==> src/rtl/kvadd_ctrl_pkg.sv <==
// Shared types and helpers for the kvadd kernel control sequencer.
package kvadd_ctrl_pkg;

  typedef enum logic [1:0] {
    IDLE = 2'd0,
    RUN  = 2'd1,
    HOLD = 2'd2
  } ctrl_state_t;

  localparam int unsigned MODE_HS    = 0;
  localparam int unsigned MODE_CHAIN = 1;

  // Width of the channel mask; a zero channel count still needs one bit.
  function automatic int unsigned ch_mask_w(input int unsigned num_ch);
    return (num_ch == 0) ? 32'd1 : num_ch;
  endfunction

endpackage

==> src/rtl/kvadd_sat_counter.sv <==
// Saturating up-counter with synchronous clear; clear wins over enable.
module kvadd_sat_counter #(
  parameter int unsigned CNT_W = 32
) (
  input  logic             ap_clk,
  input  logic             areset,
  input  logic             clear,
  input  logic             enable,
  output logic [CNT_W-1:0] count
);

  localparam logic [CNT_W-1:0] CNT_MAX = '1;

  always_ff @(posedge ap_clk) begin
    if (areset) begin
      count <= '0;
    end else if (clear) begin
      count <= '0;
    end else if (enable && (count != CNT_MAX)) begin
      count <= count + CNT_W'(1);
    end
  end

endmodule

==> src/rtl/kvadd_kernel_ctrl.sv <==
// Kernel start/done sequencer: fans a start out to the channel engines and
// aggregates their done pulses, in ap_ctrl_hs or ap_ctrl_chain style.
module kvadd_kernel_ctrl
  import kvadd_ctrl_pkg::*;
#(
  parameter int unsigned NUM_CH    = 3,
  parameter int unsigned CTRL_MODE = 0,
  parameter int unsigned CNT_W     = 32
) (
  input  logic              ap_clk,
  input  logic              areset,
  input  logic              ap_start,
  input  logic              ap_continue,
  input  logic [NUM_CH-1:0] ch_enable,
  input  logic [NUM_CH-1:0] ch_done,
  output logic              ap_idle,
  output logic              ap_done,
  output logic              ap_ready,
  output logic [NUM_CH-1:0] ch_start,
  output logic [CNT_W-1:0]  busy_cycles
);

  localparam int unsigned MASK_W = ch_mask_w(NUM_CH);
  localparam bit          CHAIN  = (CTRL_MODE == MODE_CHAIN);

  ctrl_state_t       state_q, state_d;
  logic [MASK_W-1:0] mask_q, mask_d;
  logic [MASK_W-1:0] done_q, done_d;
  logic              pend_q, pend_d;
  logic              ap_start_r;
  logic              start_ev;
  logic              launch;
  logic              done_pulse;
  logic              hold_done;
  logic              cnt_clr;
  logic              cnt_en;
  logic              ap_idle_d;
  logic              ap_done_d;
  logic              ap_ready_d;
  logic [NUM_CH-1:0] ch_start_d;

  // Next-state, datapath and output decode
  always_comb begin
    state_d    = state_q;
    mask_d     = mask_q;
    done_d     = done_q;
    pend_d     = pend_q;
    ch_start_d = '0;
    launch     = 1'b0;
    done_pulse = 1'b0;
    hold_done  = 1'b0;
    cnt_clr    = 1'b0;
    cnt_en     = 1'b0;
    start_ev   = ap_start & ~ap_start_r;

    case (state_q)
      IDLE: begin
        if (start_ev) begin
          launch = 1'b1;
        end
      end
      RUN: begin
        cnt_en = 1'b1;
        done_d = done_q | (ch_done & mask_q);
        if (CHAIN && start_ev) begin
          pend_d = 1'b1;
        end
        // Pulse only on the edge that completes the mask, not on a mask that was empty from launch
        if (done_d == mask_q) begin
          state_d = CHAIN ? HOLD : IDLE;
          if (done_q != mask_q) begin
            done_pulse = 1'b1;
          end
        end
      end
      HOLD: begin
        if (start_ev) begin
          pend_d = 1'b1;
        end
        if (ap_continue) begin
          if (pend_d) begin
            launch = 1'b1;
          end else begin
            state_d = IDLE;
          end
        end else begin
          hold_done = 1'b1;
        end
      end
      default: begin
        state_d = IDLE;
      end
    endcase

    if (launch) begin
      state_d    = RUN;
      mask_d     = ch_enable;
      done_d     = '0;
      pend_d     = 1'b0;
      ch_start_d = ch_enable;
      cnt_clr    = 1'b1;
      if (ch_enable == '0) begin
        done_pulse = 1'b1;
      end
    end

    ap_ready_d = done_pulse;
    ap_done_d  = CHAIN ? hold_done : done_pulse;
    ap_idle_d  = (state_d == IDLE) && !ap_done_d;
  end

  always_ff @(posedge ap_clk) begin
    if (areset) begin
      state_q    <= IDLE;
      ap_start_r <= 1'b0;
      mask_q     <= '0;
      done_q     <= '0;
      pend_q     <= 1'b0;
      ap_idle    <= 1'b1;
      ap_done    <= 1'b0;
      ap_ready   <= 1'b0;
      ch_start   <= '0;
    end else begin
      state_q    <= state_d;
      ap_start_r <= ap_start;
      mask_q     <= mask_d;
      done_q     <= done_d;
      pend_q     <= pend_d;
      ap_idle    <= ap_idle_d;
      ap_done    <= ap_done_d;
      ap_ready   <= ap_ready_d;
      ch_start   <= ch_start_d;
    end
  end

  kvadd_sat_counter #(
    .CNT_W (CNT_W)
  ) u_busy_cnt (
    .ap_clk (ap_clk),
    .areset (areset),
    .clear  (cnt_clr),
    .enable (cnt_en),
    .count  (busy_cycles)
  );

endmodule

==> config.mk <==
export PLATFORM = sky130hd
export DESIGN_NAME = kvadd_kernel_ctrl
export DESIGN_NICKNAME = d
export VERILOG_FILES = /design/src/rtl/kvadd_ctrl_pkg.sv /design/src/rtl/kvadd_sat_counter.sv /design/src/rtl/kvadd_kernel_ctrl.sv
export SDC_FILE = /design/constraint.sdc
export NUM_CORES = 1
export LEC_CHECK = 0
export BUFFER_PORTS_ARGS = -buffer_cell sky130_fd_sc_hd__buf_2
export CORE_ASPECT_RATIO = 0.5
export CORE_MARGIN = 1.5
export CORE_UTILIZATION = 54
export CTS_BUF_LIST = sky130_fd_sc_hd__clkbuf_16
export CTS_CLUSTER_SIZE = 25
export DETAILED_ROUTE_END_ITERATION = 10
export PLACE_DENSITY = 0.79
export SYNTH_ARGS = -nofsm -noshare
export SYNTH_HDL_FRONTEND = slang
export SYNTH_HIERARCHICAL = 1
export SYNTH_SLANG_ARGS = --single-unit
export TNS_END_PERCENT = 1
==> constraint.sdc <==
create_clock -name ap_clk -period 2.5 [get_ports ap_clk]
set_input_delay 0.5 -clock ap_clk [delete_from_list [all_inputs] [get_ports ap_clk]]
set_output_delay 0.5 -clock ap_clk [all_outputs]
set_load 0.1 [all_outputs]
==> run_results.csv, run 1 <==
group,metric,value,unit
outcome,status,"complete, no violations",
detailed_routing,detail-route-antenna-nets,0,
layout,fin_area,0.00272,mm2
yosys,synth_top_area_share,0.421,
layout,finalNetCount,323,
detailed_routing,firstDrtPassIters,4,
clock_tree,cts_resized,0,
yosys,syn_area,0.00224,mm2
sta,drv_slew,0,
clock_tree,cts_made_buffers,5,
floorplan,core_region_area,0.00394,mm2
power_and_ir_drop,p_switching,0.356,mW
yosys,synth.distinct_cells,49,
placement,dp_hpwl,3.63,mm
power_and_ir_drop,p_clk_frac,0.411,
floorplan,boundaryPins,48,
worst_setup_path,cp_max_fo,11,
sta,fin_skew,0.00357,ns
clock_tree,cts-root-buf,"clkbuf_16",
layout,final_util,0.690,
placement,dpl_cell_area,0.00258,mm2
floorplan,num_rows,16,
layout,n_fill_cell,333,
worst_setup_path,cp_slowest_stage_delay,0.52,ns
sta,finalCriticalPeriod,2.28,ns
sta,rsz0062_at_grt,"no",
sta,final-setup-viol-count,0,
floorplan,die_h,48.5,um
yosys,yosys_warnings,6,
layout,syn2layout_area_growth,21.7,%
grt,grt_max_degree,22,
yosys,syn_area_per_cell,8.47,um2
power_and_ir_drop,p_comb_frac,0.082,
placement,placed_cells,359,
yosys,synth_area_leader_cell,"dfxtp_1",
clock_tree,clk_latency,0.28,ns
power_and_ir_drop,powerDensity,553,mW/mm2
yosys,syn_nets,275,
run,cap_violations,0,
yosys,synthTopCellsByCount,"dfxtp_1, nor2_1, nand2_1",
sta,finalCritPeriodShare,0.910,
worst_hold_path,hold_class,"in -> reg",
sta,tightest_slew,0.783,ns
floorplan,die_x,94,um
grt,grt_pass1_wl,8.28,mm
yosys,ys.flop_type,"dfxtp_1",
worst_setup_path,critPathLaunchType,"flop",
yosys,ys_seq_area_frac,0.421,
grt,grt_pass1_vias,1918,
power_and_ir_drop,p_int,1.15,mW
placement,portBuffers,47,
grt,met1_usage,0.291,
detailed_routing,remaining_drc_errors,0,
grt,antenna_found_initial,0,
grt,grt-busiest-layer,"met2",
clock_tree,clock_path_buffers,2,
floorplan,start_util,0.567,
yosys,synth_cells,264,
worst_setup_path,slowest_stage,"or4_1",
yosys,synth_area_leaders,"dfxtp_1, or3_1, a21oi_1, nor2_1, nand2_1",
power_and_ir_drop,p_sw_frac,0.237,
placement,routabilityCongestion,0.868,
worst_setup_path,crit_path_end_kind,"flop",
worst_setup_path,criticalPathCategory,"reg -> reg",
power_and_ir_drop,total_power,1.50,mW
clock_tree,cts_tree,"yes",
sta,relSlewSlack,0.476,
worst_setup_path,crit_required,2.71,ns
power_and_ir_drop,worst_ir_drop_vdd,0.260,mV
worst_setup_path,crit_chain,"nor2b_1 > buf_4 > nand4_1 > nor4_1 > o21ai_1 > or4_1 > nand2_1",
detailed_routing,num_vias,2177,
grt,grt_use_total,0.227,
clock_tree,ctsHoldBuffers,0,
yosys,synth-edff-count,0,
power_and_ir_drop,leakage,1.06,nW
yosys,yosysMostFrequentCell,"dfxtp_1",
clock_tree,cts.sinks,47,
yosys,async_reset_ff_frac,0,
clock_tree,htree_levels,2,
clock_tree,clk_pin_slew,0.06,ns
grt,grtUsageMet2,0.380,
clock_tree,post_cts_buffers,0,
floorplan,die-area,0.00456,mm2
layout,fin_cells,367,
sta,fmax,439,MHz
power_and_ir_drop,pwr-share-seq,0.507,
grt,overflow,0,
yosys,ys_seq_elements,47,
detailed_routing,avgRoutedWirePerCell,13.8,um
worst_setup_path,rrSetupSlack,0.22,ns
detailed_routing,wl,5.05,mm
layout,layout-drive-gt1-share,0.323,
detailed_routing,vias_per_cell,5.93,
grt,met3_usage,0.0613,
layout,diodes,0,
detailed_routing,drt_iter0_markers,60,
sta,hold_violations,0,
worst_setup_path,crit_arrival,2.49,ns
through the flow:
stage               TNS [ns]  setup WS, ns  hold WS (ns)
detailed placement         0         0.236         0.475
floorplan           -0.00324      -0.00324         0.478
global placement           0         0.311         0.468
CTS                        0         0.282         0.391
global route               0         0.148         0.413
finish                     0         0.224         0.398
power by group through the flow:
stage | logic (mW) | registers (mW) | clock network (mW)
final | 0.123 | 0.762 | 0.619
after global routing | 0.132 | 0.763 | 0.663
after CTS | 0.123 | 0.762 | 0.633
after detailed placement | 0.122 | 0.779 | 0
after global placement | 0.121 | 0.778 | 0
after floorplan | 0.0594 | 0.813 | 0
registers in the layout, indices dropped and copies added, names as in the netlist:
| name | count |
|---|---|
| u_busy_cnt/count | 32 |
| ch_start | 3 |
| done_q | 3 |
| mask_q | 3 |
| state_q | 2 |
| ap_idle | 1 |
| ap_ready | 1 |
| ap_start_r | 1 |
| pend_q | 1 |
layer usage:
layer,part of all wire,vias up
met5,0,-
met4,0.0022,0
met3,0.048,2
met2,0.47,43
met1,0.48,1045
li1,-,1087
path summary, 6_finish.rpt:
| path | cells after the start | endpoint | from |
|---|---|---|---|
| max | 7 | u_busy_cnt/count[25]$_SDFFE_PP0P_ | state_q[0]$_SDFF_PP0_ |
| min | 2 | state_q[1]$_SDFF_PP0_ | ap_continue |
| max reg2reg | 7 | u_busy_cnt/count[25]$_SDFFE_PP0P_ | state_q[0]$_SDFF_PP0_ |
| min reg2reg | 1 | u_busy_cnt/count[7]$_SDFFE_PP0P_ | u_busy_cnt/count[7]$_SDFFE_PP0P_ |
cells by family after synthesis:
family,Yosys count,synth area share
compound gates,68,0.202
xor+xnor,8,0.0313
fa+ha+maj,1,0.00560
buf+inv,21,0.0397
flops,47,0.421
mux,3,0.0134
simple gates,116,0.287
layout make-up:
cell class	count	area [um2]	area share
multi-input cells	196	1210	0.443
flip-flops and latches	47	991	0.364
repair buffers	54	288	0.106
clock buffers	5	125	0.0460
well taps	54	67.6	0.0248
inverters	8	30.0	0.0110
clock inverters	3	12.5	0.00460
worst max-delay path, delay by kind of cell (launching register included):
family / cells / cell delay [ns]
AND/OR/NAND/NOR: 5 / 1.40
flip-flops: 1 / 0.35
buffers and inverters: 1 / 0.24
AO/OA/AOI/OAI: 1 / 0.22
placed cells by master, fill, tap and decap left out, types with 7 or more instances in the layout:
cell type	instances
buf_2	47
dfxtp_2	28
nor2_1	22
nand2_1	19
a21oi_1	17
dfxtp_1	15
or3_1	15
o21ai_0	12
nand3_1	12
nor3_1	11
nand4_1	9
inv_1	7
a31oi_1	7
buf_4	7
Power figures use the tool's default switching activity.
==> inputs of run 2 (changes only) <==
Settings changed: SETUP_SLACK_MARGIN set to 0.5.
==> run_results.csv, run 2 (synthesized netlist as in run 1, its figures left out) <==
group,metric,value,unit
detailed_routing,vias_per_cell,5.90,
clock_tree,cts-root-buf,"clkbuf_16",
power_and_ir_drop,leakage,1.09,nW
floorplan,die_x,94,um
floorplan,num_rows,16,
clock_tree,clk_pin_slew,0.06,ns
clock_tree,cts_tree,"yes",
detailed_routing,drt_iter0_markers,150,
layout,syn2layout_area_growth,28.2,%
run,cap_violations,0,
detailed_routing,remaining_drc_errors,0,
sta,drv_slew,0,
detailed_routing,avgRoutedWirePerCell,14.1,um
worst_setup_path,crit_required,2.70,ns
sta,finalCriticalPeriod,2.13,ns
layout,max_flop_register,"u_busy_cnt/count",
layout,final_common_cell,"buf_2",
grt,grt_use_total,0.239,
grt,overflow,0,
worst_hold_path,hold_class,"in -> reg",
sta,fmax,469,MHz
floorplan,start_util,0.567,
sta,rsz0062_at_grt,"yes",
floorplan,die-area,0.00456,mm2
placement,pre_cts_ws,0.257,ns
layout,largest_register_ff_count,32,
placement,dp_hpwl,3.78,mm
clock_tree,cts_made_buffers,5,
layout,layout-drive-gt1-share,0.353,
worst_setup_path,crit_path_end_kind,"flop",
clock_tree,cts.sinks,47,
clock_tree,htree_levels,2,
sta,relSlewSlack,0.624,
sta,setup_slack,0.369,ns
clock_tree,clock_path_buffers,2,
sta,fin_skew,0.00805,ns
grt,antenna_found_initial,0,
grt,grt_max_degree,17,
detailed_routing,wl,5.22,mm
sta,hold_violations,0,
layout,fin_cells,371,
layout,finalNetCount,327,
placement,portBuffers,47,
grt,grt_pass1_vias,1943,
sta,final-setup-viol-count,0,
detailed_routing,num_vias,2188,
detailed_routing,firstDrtPassIters,5,
worst_setup_path,criticalPathCategory,"reg -> reg",
worst_setup_path,cp_max_fo,5,
placement,placed_cells,360,
clock_tree,clk_latency,0.28,ns
worst_setup_path,crit_arrival,2.33,ns
outcome,status,"complete, no violations",
placement,routabilityCongestion,0.881,
sta,tns,0,ns
sta,finalCritPeriodShare,0.852,
floorplan,boundaryPins,48,
layout,final_util,0.727,
detailed_routing,detail-route-antenna-nets,0,
worst_setup_path,critPathLaunchType,"flop",
floorplan,core_region_area,0.00394,mm2
grt,grt_pass1_wl,8.74,mm
floorplan,die_h,48.5,um
layout,final_cell_mix,"buf_2, dfxtp_4, nor2_1",
layout,diodes,0,
power_and_ir_drop,worst_ir_drop_vdd,0.296,mV
power_and_ir_drop,powerDensity,555,mW/mm2
sta,tightest_slew,0.559,ns
-- run 2: cell type report --
type | instances | area, um2
clock buffer | 5 | 125
clock inverter | 3 | 38.8
fill | 302 | 1080
inverter | 8 | 30.0
multi-input combinational | 196 | 1230
sequential | 47 | 1050
tap | 54 | 67.6
timing repair buffer | 58 | 318
-- run 2: worst paths after layout --
path / startpoint / endpoint / slack (ns) / cells past startpoint
min: ap_continue / state_q[1]$_SDFF_PP0_ / 0.40 / 2
max: u_busy_cnt/count[1]$_SDFFE_PP0P_ / u_busy_cnt/count[26]$_SDFFE_PP0P_ / 0.37 / 6
max reg2reg: u_busy_cnt/count[1]$_SDFFE_PP0P_ / u_busy_cnt/count[26]$_SDFFE_PP0P_ / 0.37 / 6
min reg2reg: u_busy_cnt/count[7]$_SDFFE_PP0P_ / u_busy_cnt/count[7]$_SDFFE_PP0P_ / 0.48 / 1
-- run 2: what timing repair did --
item / in CTS / in global routing
hold buffers: 0 / 0
pin swaps: 0 / 1
endpoints found under the setup margin: 22 / 30
buffers inserted: 0 / 3
resized for setup: 4 / 2
-- run 2: layer usage --
metal,wire length (um),GRT usage,vias to the layer above
li1,-,-,1098
met1,2430,0.316,1021
met2,2460,0.405,65
met3,296,0.0566,4
met4,26,0.0398,0
met5,0,0,-
-- run 2: critical path, stage by stage (launching register included) --
cell     delay (ns)
dfxtp_4        0.37
ha_4           0.15
nand2_2        0.09
or4_4          0.51
or4_4          0.47
or3_1          0.32
a21oi_1        0.15
-- run 2: metrics by stage --
stage	hold WS [ns]	total power, mW	area [um2]
4_1_cts	0.393	1.60	2840
5_1_grt	0.395	1.65	2870
6_report	0.399	1.59	2870
3_3_place_gp	0.458	0.878	2660
2_1_floorplan	0.478	0.848	2370
3_5_place_dp	0.467	0.879	2660
-- run 2: power by group --
part           switching (mW)  leakage (nW)  internal [mW]  total (mW)
Clock                   0.259        0.0812          0.466       0.725
Sequential            0.00770         0.405          0.730       0.737
Combinational          0.0924         0.602         0.0351       0.127
==> inputs of run 3 (changes only) <==
Settings changed: RECOVER_POWER set to 25.
==> run_results.csv, run 3 (synthesized netlist as in run 1, its figures left out) <==
group,metric,value,unit
clock_tree,cts.sinks,47,
layout,largest_register_ff_count,32,
placement,placed_cells,360,
grt,overflow,0,
layout,diodes,0,
grt,grt_max_degree,17,
sta,rsz0062_at_grt,"yes",
placement,dp_hpwl,3.78,mm
detailed_routing,vias_per_cell,5.95,
grt,antenna_found_initial,0,
sta,tns,0,ns
clock_tree,cts_tree,"yes",
worst_setup_path,crit_path_end_kind,"flop",
grt,grt_pass1_vias,1943,
sta,fin_hold_ws,0.400,ns
placement,routabilityCongestion,0.881,
layout,final_util,0.725,
sta,fmax,468,MHz
sta,finalCritPeriodShare,0.854,
floorplan,core_region_area,0.00394,mm2
clock_tree,clock_path_buffers,2,
grt,grt_pass1_wl,8.74,mm
detailed_routing,detail-route-antenna-nets,0,
layout,finalNetCount,327,
clock_tree,cts_made_buffers,5,
placement,portBuffers,47,
worst_hold_path,hold_class,"in -> reg",
power_and_ir_drop,worst_ir_drop_vdd,0.295,mV
outcome,status,"complete, no violations",
worst_setup_path,criticalPathCategory,"reg -> reg",
detailed_routing,num_vias,2206,
grt,grt_use_total,0.239,
clock_tree,clk_latency,0.28,ns
sta,relSlewSlack,0.224,
floorplan,die-area,0.00456,mm2
layout,fin_cells,371,
run,cap_violations,0,
power_and_ir_drop,powerDensity,555,mW/mm2
sta,drv_slew,0,
detailed_routing,drt_iter0_markers,130,
layout,final_common_cell,"buf_2",
sta,tightest_slew,1.17,ns
sta,final-setup-viol-count,0,
sta,fin_skew,0.00806,ns
layout,layout-drive-gt1-share,0.328,
floorplan,die_h,48.5,um
sta,finalCriticalPeriod,2.13,ns
detailed_routing,remaining_drc_errors,0,
floorplan,boundaryPins,48,
layout,syn2layout_area_growth,27.8,%
worst_setup_path,cp_max_fo,5,
layout,final_cell_mix,"buf_2, dfxtp_4, nor2_1",
worst_setup_path,crit_arrival,2.34,ns
sta,hold_violations,0,
detailed_routing,avgRoutedWirePerCell,14.1,um
clock_tree,htree_levels,2,
clock_tree,clk_pin_slew,0.06,ns
worst_setup_path,critPathLaunchType,"flop",
power_and_ir_drop,leakage,1.06,nW
floorplan,start_util,0.567,
worst_setup_path,crit_required,2.70,ns
detailed_routing,firstDrtPassIters,5,
clock_tree,cts-root-buf,"clkbuf_16",
power_and_ir_drop,total_power,1.59,mW
layout,max_flop_register,"u_busy_cnt/count",
floorplan,die_x,94,um
floorplan,num_rows,16,
detailed_routing,wl,5.23,mm
run 3: cell types whose count changed in the layout (fill, tap and decap cells not counted), sizes merged:
cell / previous run / this run
buf: 58 / 51
clkbuf: 5 / 12
run 3: timing repair:
item	in CTS	in global routing
hold buffers	0	0
pin swaps	0	1
buffers inserted	0	3
endpoints found under the setup margin	22	30
gates resized for setup	4	2
run 3: critical path, stage by stage, from the launching register on:
cell and delay (ns):
dfxtp_4 0.37, ha_4 0.15, nand2_2 0.09, or4_4 0.52
or4_4 0.47, or3_1 0.32, a21oi_1 0.15
run 3: final cells by class:
cell class	count	area (um2)
Fill cell	309	1090
Sequential cell	47	1050
Multi-Input combinational cell	196	1230
Inverter	8	30.0
Clock inverter	3	38.8
Clock buffer	5	125
Tap cell	54	67.6
Timing Repair Buffer	58	309
run 3: stage by stage:
| stage | setup slack, ns | instance area [um2] |
|---|---|---|
| floorplan | 0.225 | 2370 |
| global placement | 0.301 | 2660 |
| detailed placement | 0.257 | 2660 |
| CTS | 0.372 | 2840 |
| global route | 0.255 | 2860 |
| finish | 0.365 | 2860 |
run 3: report_power, final:
group / total (mW) / internal (mW) / switching [mW]
Sequential: 0.738 / 0.730 / 0.00777
Clock: 0.724 / 0.466 / 0.258
Combinational: 0.126 / 0.0336 / 0.0920
run 3: final timing paths:
kind | start | endpoint | slack [ns] | depth (start not counted)
worst max-delay path | u_busy_cnt/count[1]$_SDFFE_PP0P_ | u_busy_cnt/count[26]$_SDFFE_PP0P_ | 0.37 | 6
worst max register to register | u_busy_cnt/count[1]$_SDFFE_PP0P_ | u_busy_cnt/count[26]$_SDFFE_PP0P_ | 0.37 | 6
worst min register to register | u_busy_cnt/count[7]$_SDFFE_PP0P_ | u_busy_cnt/count[7]$_SDFFE_PP0P_ | 0.48 | 1
worst min-delay path | ap_continue | state_q[1]$_SDFF_PP0_ | 0.40 | 2
run 3: layer usage:
metal  vias up  track usage  share of wire
met5         -            0              0
met4         0       0.0398         0.0059
met3         6       0.0566          0.064
met2        71        0.405           0.47
met1      1028        0.316           0.46
li1       1101            -              -
